## config.mk

```make
export PLATFORM = sky130hd
export DESIGN_NAME = sprite_rom_arbiter
export DESIGN_NICKNAME = d
export VERILOG_FILES = /design/src/rtl/sprite_rom_arbiter.sv
export SDC_FILE = /design/constraint.sdc
export NUM_CORES = 1
export LEC_CHECK = 0
export BUFFER_PORTS_ARGS = -buffer_cell sky130_fd_sc_hd__buf_4
export CORE_AREA = 4 4 61 63
export DETAILED_ROUTE_END_ITERATION = 10
export DIE_AREA = 0 0 65 67
export PLACE_DENSITY = 0.84
export RECOVER_POWER = 25
export SLEW_MARGIN = 25
export SYNTH_ARGS = -nofsm -noshare
export SYNTH_HDL_FRONTEND = slang
export SYNTH_SLANG_ARGS = --single-unit
export TNS_END_PERCENT = 5
```

## constraint.sdc

```tcl
create_clock -name vga_clk -period 4.6 [get_ports vga_clk]
set_input_delay 0 -clock vga_clk [delete_from_list [all_inputs] [get_ports vga_clk]]
set_output_delay 0 -clock vga_clk [all_outputs]
set_load 0.01 [all_outputs]
```

## src/rtl/sprite_rom_arbiter.sv

```systemverilog
// sprite_rom_arbiter
//   Shares one synchronous palette-index ROM read port among NUM_REQ
//   requesters. Requester 0 (display pixel stream) has priority; 1..NUM_REQ-1
//   are served round-robin. A starvation counter forces one round-robin grant
//   after MAX_STARVE consecutive priority wins while others pend. Read data
//   returns ROM_LAT cycles after grant, tagged one-hot with the owner.
// Ports:
//   vga_clk, Reset_n      clock, synchronous active-low reset
//   req, addr             per-requester request and packed AW-bit addresses
//   gnt                   one-hot combinational grant (acceptance cycle)
//   rom_addr, rom_rd      ROM read port
//   rom_q                 ROM data, valid ROM_LAT cycles after sample
//   rd_valid, rd_data     one-hot owner tag and returned palette index
//   starve_event          one-cycle pulse after a forced grant
module sprite_rom_arbiter #(
  parameter int NUM_REQ    = 4,
  parameter int AW         = 17,
  parameter int DW         = 4,
  parameter int ROM_LAT    = 1,
  parameter int MAX_STARVE = 8
) (
  input  logic                  vga_clk,
  input  logic                  Reset_n,
  input  logic [NUM_REQ-1:0]    req,
  input  logic [NUM_REQ*AW-1:0] addr,
  output logic [NUM_REQ-1:0]    gnt,
  output logic [AW-1:0]         rom_addr,
  output logic                  rom_rd,
  input  logic [DW-1:0]         rom_q,
  output logic [NUM_REQ-1:0]    rd_valid,
  output logic [DW-1:0]         rd_data,
  output logic                  starve_event
);

  localparam int IW = $clog2(NUM_REQ);
  localparam int SW = $clog2(MAX_STARVE + 1);

  logic [NUM_REQ-1:0][AW-1:0] addr_v;
  assign addr_v = addr;

  logic [IW-1:0] rr_ptr;
  logic [SW-1:0] starve_cnt;

  logic              others, starved, gnt_any, forced;
  logic [IW-1:0]     gnt_id;
  logic [IW:0]       cand;

  // {valid, id} return pipeline; stage ROM_LAT-1 lines up with rom_q
  logic [ROM_LAT-1:0]         vld_pipe;
  logic [ROM_LAT-1:0][IW-1:0] id_pipe;

  always_comb begin
    others  = |req[NUM_REQ-1:1];
    starved = (starve_cnt == SW'(MAX_STARVE));
    gnt_any = 1'b0;
    gnt_id  = '0;
    forced  = 1'b0;
    cand    = '0;
    if (Reset_n) begin
      if (req[0] && !(others && starved)) begin
        gnt_any = 1'b1;
      end else if (others) begin
        // Walk from the farthest candidate back to rr_ptr so the one closest
        // to rr_ptr in round-robin order is written last and wins.
        for (int o = NUM_REQ-2; o >= 0; o--) begin
          cand = {1'b0, rr_ptr} + (IW+1)'(o);
          if (cand > (IW+1)'(NUM_REQ-1)) cand = cand - (IW+1)'(NUM_REQ-1);
          if (req[cand[IW-1:0]]) gnt_id = cand[IW-1:0];
        end
        gnt_any = 1'b1;
        // Reaching here with req[0] set means the counter overrode it.
        forced  = req[0];
      end
    end
  end

  assign gnt      = gnt_any ? (NUM_REQ'(1) << gnt_id) : '0;
  assign rom_addr = gnt_any ? addr_v[gnt_id] : '0;
  assign rom_rd   = gnt_any;

  always_ff @(posedge vga_clk) begin
    if (!Reset_n) begin
      rr_ptr       <= IW'(1);
      starve_cnt   <= '0;
      starve_event <= 1'b0;
      vld_pipe     <= '0;
      id_pipe      <= '0;
    end else begin
      starve_event <= forced;
      if (gnt_any && gnt_id != '0) begin
        rr_ptr     <= (gnt_id == IW'(NUM_REQ-1)) ? IW'(1) : gnt_id + IW'(1);
        starve_cnt <= '0;
      end else if (!others) begin
        starve_cnt <= '0;
      end else if (gnt_any && !starved) begin
        starve_cnt <= starve_cnt + SW'(1);
      end
      vld_pipe[0] <= gnt_any;
      id_pipe[0]  <= gnt_id;
      for (int s = 1; s < ROM_LAT; s++) begin
        vld_pipe[s] <= vld_pipe[s-1];
        id_pipe[s]  <= id_pipe[s-1];
      end
    end
  end

  // Masked by Reset_n so a read granted just before reset never surfaces.
  assign rd_valid = (Reset_n && vld_pipe[ROM_LAT-1]) ?
                    (NUM_REQ'(1) << id_pipe[ROM_LAT-1]) : '0;
  assign rd_data  = (|rd_valid) ? rom_q : '0;

endmodule

```

# == After elaboration in Yosys (flattened, before gate mapping) ==
# Index checks and enable logic that the tools add are counted.
# word_totals
inputBits,78
regBits,10
# classes
n_lt_le_gt_ge,7
addsub,7
muxes,34
n_reduce_logical,12
n_shift,2
n_bitwise,2
eq_ne,2
# ops
operator,n
2-bit 2-to-1 mux,19
17-bit binary-select mux with 2-bit select,1
17-bit 2-to-1 mux,2
"2-bit by 3-bit < comparator with 1-bit output, second input constant",4
4-bit 2-to-1 mux,3
3-bit OR reduction,3
"1-bit by 2-bit << shifter with 4-bit output, first input constant",2
1-bit binary-select mux with 2-bit select,3
"3-bit by 2-bit greater-than comparator with 1-bit output, second input constant",2
1-bit 2-to-1 mux,6
"2-bit subtractor, second input constant",3
1-bit logical AND,5
"4-bit by 1-bit adder with 4-bit output, second input constant",1
"4-bit == test, second input constant",1
4-bit OR reduction,1
"2-bit by 1-bit adder with 3-bit output, second input constant",1
"2-bit by 2-bit adder with 3-bit output, second input constant",1
"2-bit by 1-bit adder with 2-bit output, second input constant",1
"2-bit == test, second input constant",1
"2-bit greater-than comparator, second input constant",1
1-bit zero test,2
1-bit inverter,2
2-bit nonzero test,1

# == Logic depth before layout (Yosys ltp) ==
# depth
depth_word,17
ltp_mapped,12
ltp_nobuf,10

# == Worst setup path after synthesis ==
# OpenSTA, ideal clock, no wires.
# synth_timing
path_kind,flip-flop to flip-flop
start,register rr_ptr[0]
end,register rr_ptr[0]
path_stages_with_launch,11
arrival_ns,2.231
slack_ns,2.228
path_cell_list,dfxtp_1 > inv_1 > ha_1 > nand2b_1 > a21o_1 > a22oi_1 > o221ai_1 > clkbuf_1 > ha_1 > o21ai_0 > o311ai_0
# synth_between
elab_chain_cells,16
# synth_lines
item,line,rtl
start: declaration,41,logic [IW-1:0] rr_ptr;
start signal: assignment,91,rr_ptr <= (gnt_id == IW'(NUM_REQ-1)) ? IW'(1) : gnt_id + IW'(1);
2-bit by 2-bit adder with 3-bit output,66,"cand = {1'b0, rr_ptr} + (IW+1)'(o);"
3-bit by 2-bit greater-than comparator with 1-bit output or 2-bit subtractor (tied branches),67,if (cand > (IW+1)'(NUM_REQ-1)) cand = cand - (IW+1)'(NUM_REQ-1);
2-bit 2-to-1 mux,67,
2-bit 2-to-1 mux,62,end else if (others) begin
2-bit 2-to-1 mux,60,if (req[0] && !(others && starved)) begin
2-bit 2-to-1 mux,59,if (Reset_n) begin
1-bit binary-select mux with 2-bit select,68,if (req[cand[IW-1:0]]) gnt_id = cand[IW-1:0];
1-bit 2-to-1 mux (not written as such),68,
2-bit 2-to-1 mux (2 in series),68,
2-bit 2-to-1 mux (*),68,
2-bit 2-to-1 mux (*),62,
2-bit 2-to-1 mux (*),60,
2-bit 2-to-1 mux (*),59,
2-bit by 1-bit adder with 2-bit output (tied with other cells),91,
2-bit 2-to-1 mux or 1-bit logical AND (tied branches),"91, 90",
# Mark *: on every way between the ends. The rest lies on a longest branch, timed or not. The select of a mux whose other input is x is not followed.
# A chain may end at the register's enable or synchronous reset.

# == Final worst setup path ==
# layout_timing
start,register rr_ptr[0]
end,output port rom_addr[6]
# layout_between
elab_chain_cells,17
# layout_lines
item,line,rtl
2-bit by 2-bit adder with 3-bit output,66,
3-bit by 2-bit greater-than comparator with 1-bit output or 2-bit subtractor (tied branches),67,
2-bit 2-to-1 mux,67,
2-bit 2-to-1 mux,62,
2-bit 2-to-1 mux,60,
2-bit 2-to-1 mux,59,
1-bit binary-select mux with 2-bit select,68,
1-bit 2-to-1 mux (not written as such),68,
2-bit 2-to-1 mux (2 in series),68,
2-bit 2-to-1 mux (*),68,
2-bit 2-to-1 mux (*),62,
2-bit 2-to-1 mux (*),60,
2-bit 2-to-1 mux (*),59,
17-bit binary-select mux with 2-bit select (*),78,assign rom_addr = gnt_any ? addr_v[gnt_id] : '0;
17-bit 2-to-1 mux (not written as such) (*),78,
17-bit 2-to-1 mux (*),78,
end: declaration,27,"output logic [AW-1:0] rom_addr,"
# Marked as above.

==> results_dict.tcl <==
set metrics [dict create \
    numCtsBuffers 3 \
    setup.worst_path.start_class "flip-flop" \
    cp-end-kind "output port" \
    vias 1464 \
    r2r_end "starve_cnt[1]" \
    leakage_nw 1.00 \
    power.total_w 0.000372 \
    clock_skew_ps 0.485 \
    nets 342 \
    cts_setup_buffers 0 \
    fin_area_mm2 0.00208 \
    grt_pass1_wl_um 6430 \
    stdcell_count 301 \
    synth_seq_cells 10 \
    crit_start "rr_ptr[0]" \
    gp_congestion 0.808 \
    die_area_mm2 0.00436 \
    fin_crit_sh 0.755 \
    routed_wl_um 4100 \
    worstPathArrival_ps 3470 \
    core_area_mm2 0.00323 \
    holdPathStages 2 \
    ys_types 40 \
    rsz0062_at_grt "false" \
    drc 0 \
    syn_area_per_cell_um2 8.61 \
    dp_slack_ps 1370 \
    antenna_found_initial 0 \
    netlist_area_mm2 0.00129 \
    rows 21 \
    fin_ws_ps 1130 \
    hold_path_end "rr_ptr[0]" \
    drv_cap 0 \
    grt_max_degree 38 \
    relSlewSlack 0.346 \
    firstDrtPassIters 3 \
    clockRootBuffer "clkbuf_4" \
    fin_tns_setup_ps 0 \
    cp_max_fo 22 \
    slowest_stage "o221ai_2" \
    max_stage_delay_ps 780 \
    path_delay_family "compound AO/OA/AOI/OAI gates" \
    fill_cells 305 \
    htreeDepth 1 \
    hold_viol 0 \
    clk_path_buf_depth 2 \
    synth_nets 236 \
    cts-resized-gates 0 \
    cts.hold.buffers_added 0 \
    grt.overflow.total 0 \
    hp-class "in -> reg" \
    antenna-diode-count 0 \
    syn_to_final_growth_pct 61.3 \
    clkLatencyLatePin_ps 260 \
    period_minus_slack_ps 3470 \
    path_cells "inv_1 -> ha_1 -> nor2b_1 -> o21ai_1 -> a22oi_1 -> o221ai_2 -> nand2_1 -> o22ai_1 -> buf_4" \
    seq_area_frac_synth 0.155 \
    fp.dieH_um 67 \
    outcome "completed" \
    hp-start "Reset_n" \
    rr_worst_depth 9 \
    grt_pass1_vias 1491 \
    drt-vias-per-instance 4.86 \
    tightestPinTransition_ps 981 \
    reg2reg_from "rr_ptr[0]" \
    vdd_ir_drop_max_mv 0.0873 \
    async_flop_share 0 \
    die_w_um 65 \
    cp.required_ps 4600 \
    finalSetupViolCount 0 \
    synth-main-ff-cell "dfxtp_1" \
    layout-drive-gt1-share 0.447 \
    synthCells 150 \
    ant_nets 0 \
    post-dp-hpwl_um 3450 \
    drt-initial-drc-count 24 \
    synth_edf_count 0 \
    synth_warnings 0 \
    crit_type "reg -> out" \
    track_usage 0.186 \
    cts.sinks 10 \
    dp_cells 297 \
    r2r_slack_ps 1760 \
    cts_tree "done" \
    cts.reportedPaths.clkPinSlew_ps 60 \
    wl_per_cell_um 13.6 \
    postPlaceCellArea_mm2 0.00209 \
    pin_count 109 \
    slew_violations 0 \
    max_freq_ghz 0.288 \
    cellPowerDensity_mw_per_mm2 179 \
    critPathBufInv 2 \
    port_buffers 108 \
    start_util 0.400 \
]
==> cell usage after synthesis, drive strengths merged (2+ instances only) <==
master | instances | area share
a21oi | 2 | 0.011
and2 | 5 | 0.024
and3 | 4 | 0.019
buf | 6 | 0.059
clkbuf | 2 | 0.0058
dfxtp | 10 | 0.16
ha | 8 | 0.078
inv | 10 | 0.029
mux2 | 2 | 0.017
mux2i | 38 | 0.29
nand2 | 8 | 0.023
nand2b | 2 | 0.016
nand3 | 2 | 0.0078
nand3b | 2 | 0.021
nor2 | 12 | 0.037
nor2b | 2 | 0.0097
nor3 | 4 | 0.019
o21ai | 3 | 0.012
o22ai | 17 | 0.082
o311a | 2 | 0.016
==> per-stage QoR <==
step,hold WS (ps),util
after CTS,6.78,0.658
after global placement,273,0.647
after detailed placement,282,0.647
after global routing,17.8,0.645
final,12.8,0.645
after floorplan,141,-
==> cell families (layout without fill, tap and decap cells) <==
| logic type | after synthesis | after routing | share of synthesized area |
|---|---|---|---|
| simple gates | 42 | 42 | 0.183 |
| mux | 40 | 40 | 0.312 |
| compound gates | 30 | 30 | 0.165 |
| buf+inv | 18 | 123 | 0.0940 |
| flops | 10 | 10 | 0.155 |
| fa+ha+maj | 8 | 8 | 0.0775 |
| xor+xnor | 2 | 2 | 0.0136 |
==> power by group <==
group / internal [W] / switching (W)
combinational: 0.000113 / 0.0000864
sequential: 0.0000919 / 0.00000570
clock: 0.0000480 / 0.0000277
==> cells in the final DEF, fill, tap and decap left out, drive strengths merged, types with 5 or more instances in the layout <==
master | netlist | routed
mux2i | 38 | 38
inv | 10 | 10
nor2 | 12 | 12
dfxtp | 10 | 10
and2 | 5 | 5
nand2 | 8 | 8
clkbuf | 2 | 11
buf | 6 | 102
o22ai | 17 | 17
ha | 8 | 8
==> worst max-delay path by stage <==
stage                             end  cells past startpoint
after floorplan             rr_ptr[0]                     10
after global placement    rom_addr[6]                      9
after detailed placement  rom_addr[6]                      9
after CTS                 rom_addr[6]                      9
after global routing      rom_addr[6]                      9
final                     rom_addr[6]                      9
==> registers in the layout, summed over array words and instances, names as in the netlist <==
| name | cells |
|---|---|
| vld_pipe | 1 |
| starve_event | 1 |
| id_pipe | 2 |
| starve_cnt | 4 |
| rr_ptr | 2 |
==> cell type report <==
| cell class | count | area, um^2 | area share |
|---|---|---|---|
| multi-input combinational | 122 | 960 | 0.461 |
| timing repair buffer | 109 | 792 | 0.380 |
| sequential | 10 | 200 | 0.0961 |
| tap | 46 | 57.6 | 0.0276 |
| inverter | 10 | 37.5 | 0.0180 |
| clock buffer | 4 | 36.3 | 0.0174 |
==> per-layer routing <==
layer | part of all wire | global-route usage | routed length [um] | vias up
li1 | - | - | - | 760
met1 | 0.37 | 0.199 | 1510 | 640
met2 | 0.51 | 0.333 | 2090 | 58
met3 | 0.11 | 0.0877 | 430 | 6
met4 | 0.015 | 0.0369 | 62 | 0
met5 | 0 | 0 | 0 | -
No activity file was read; power rests on OpenSTA's default activity.
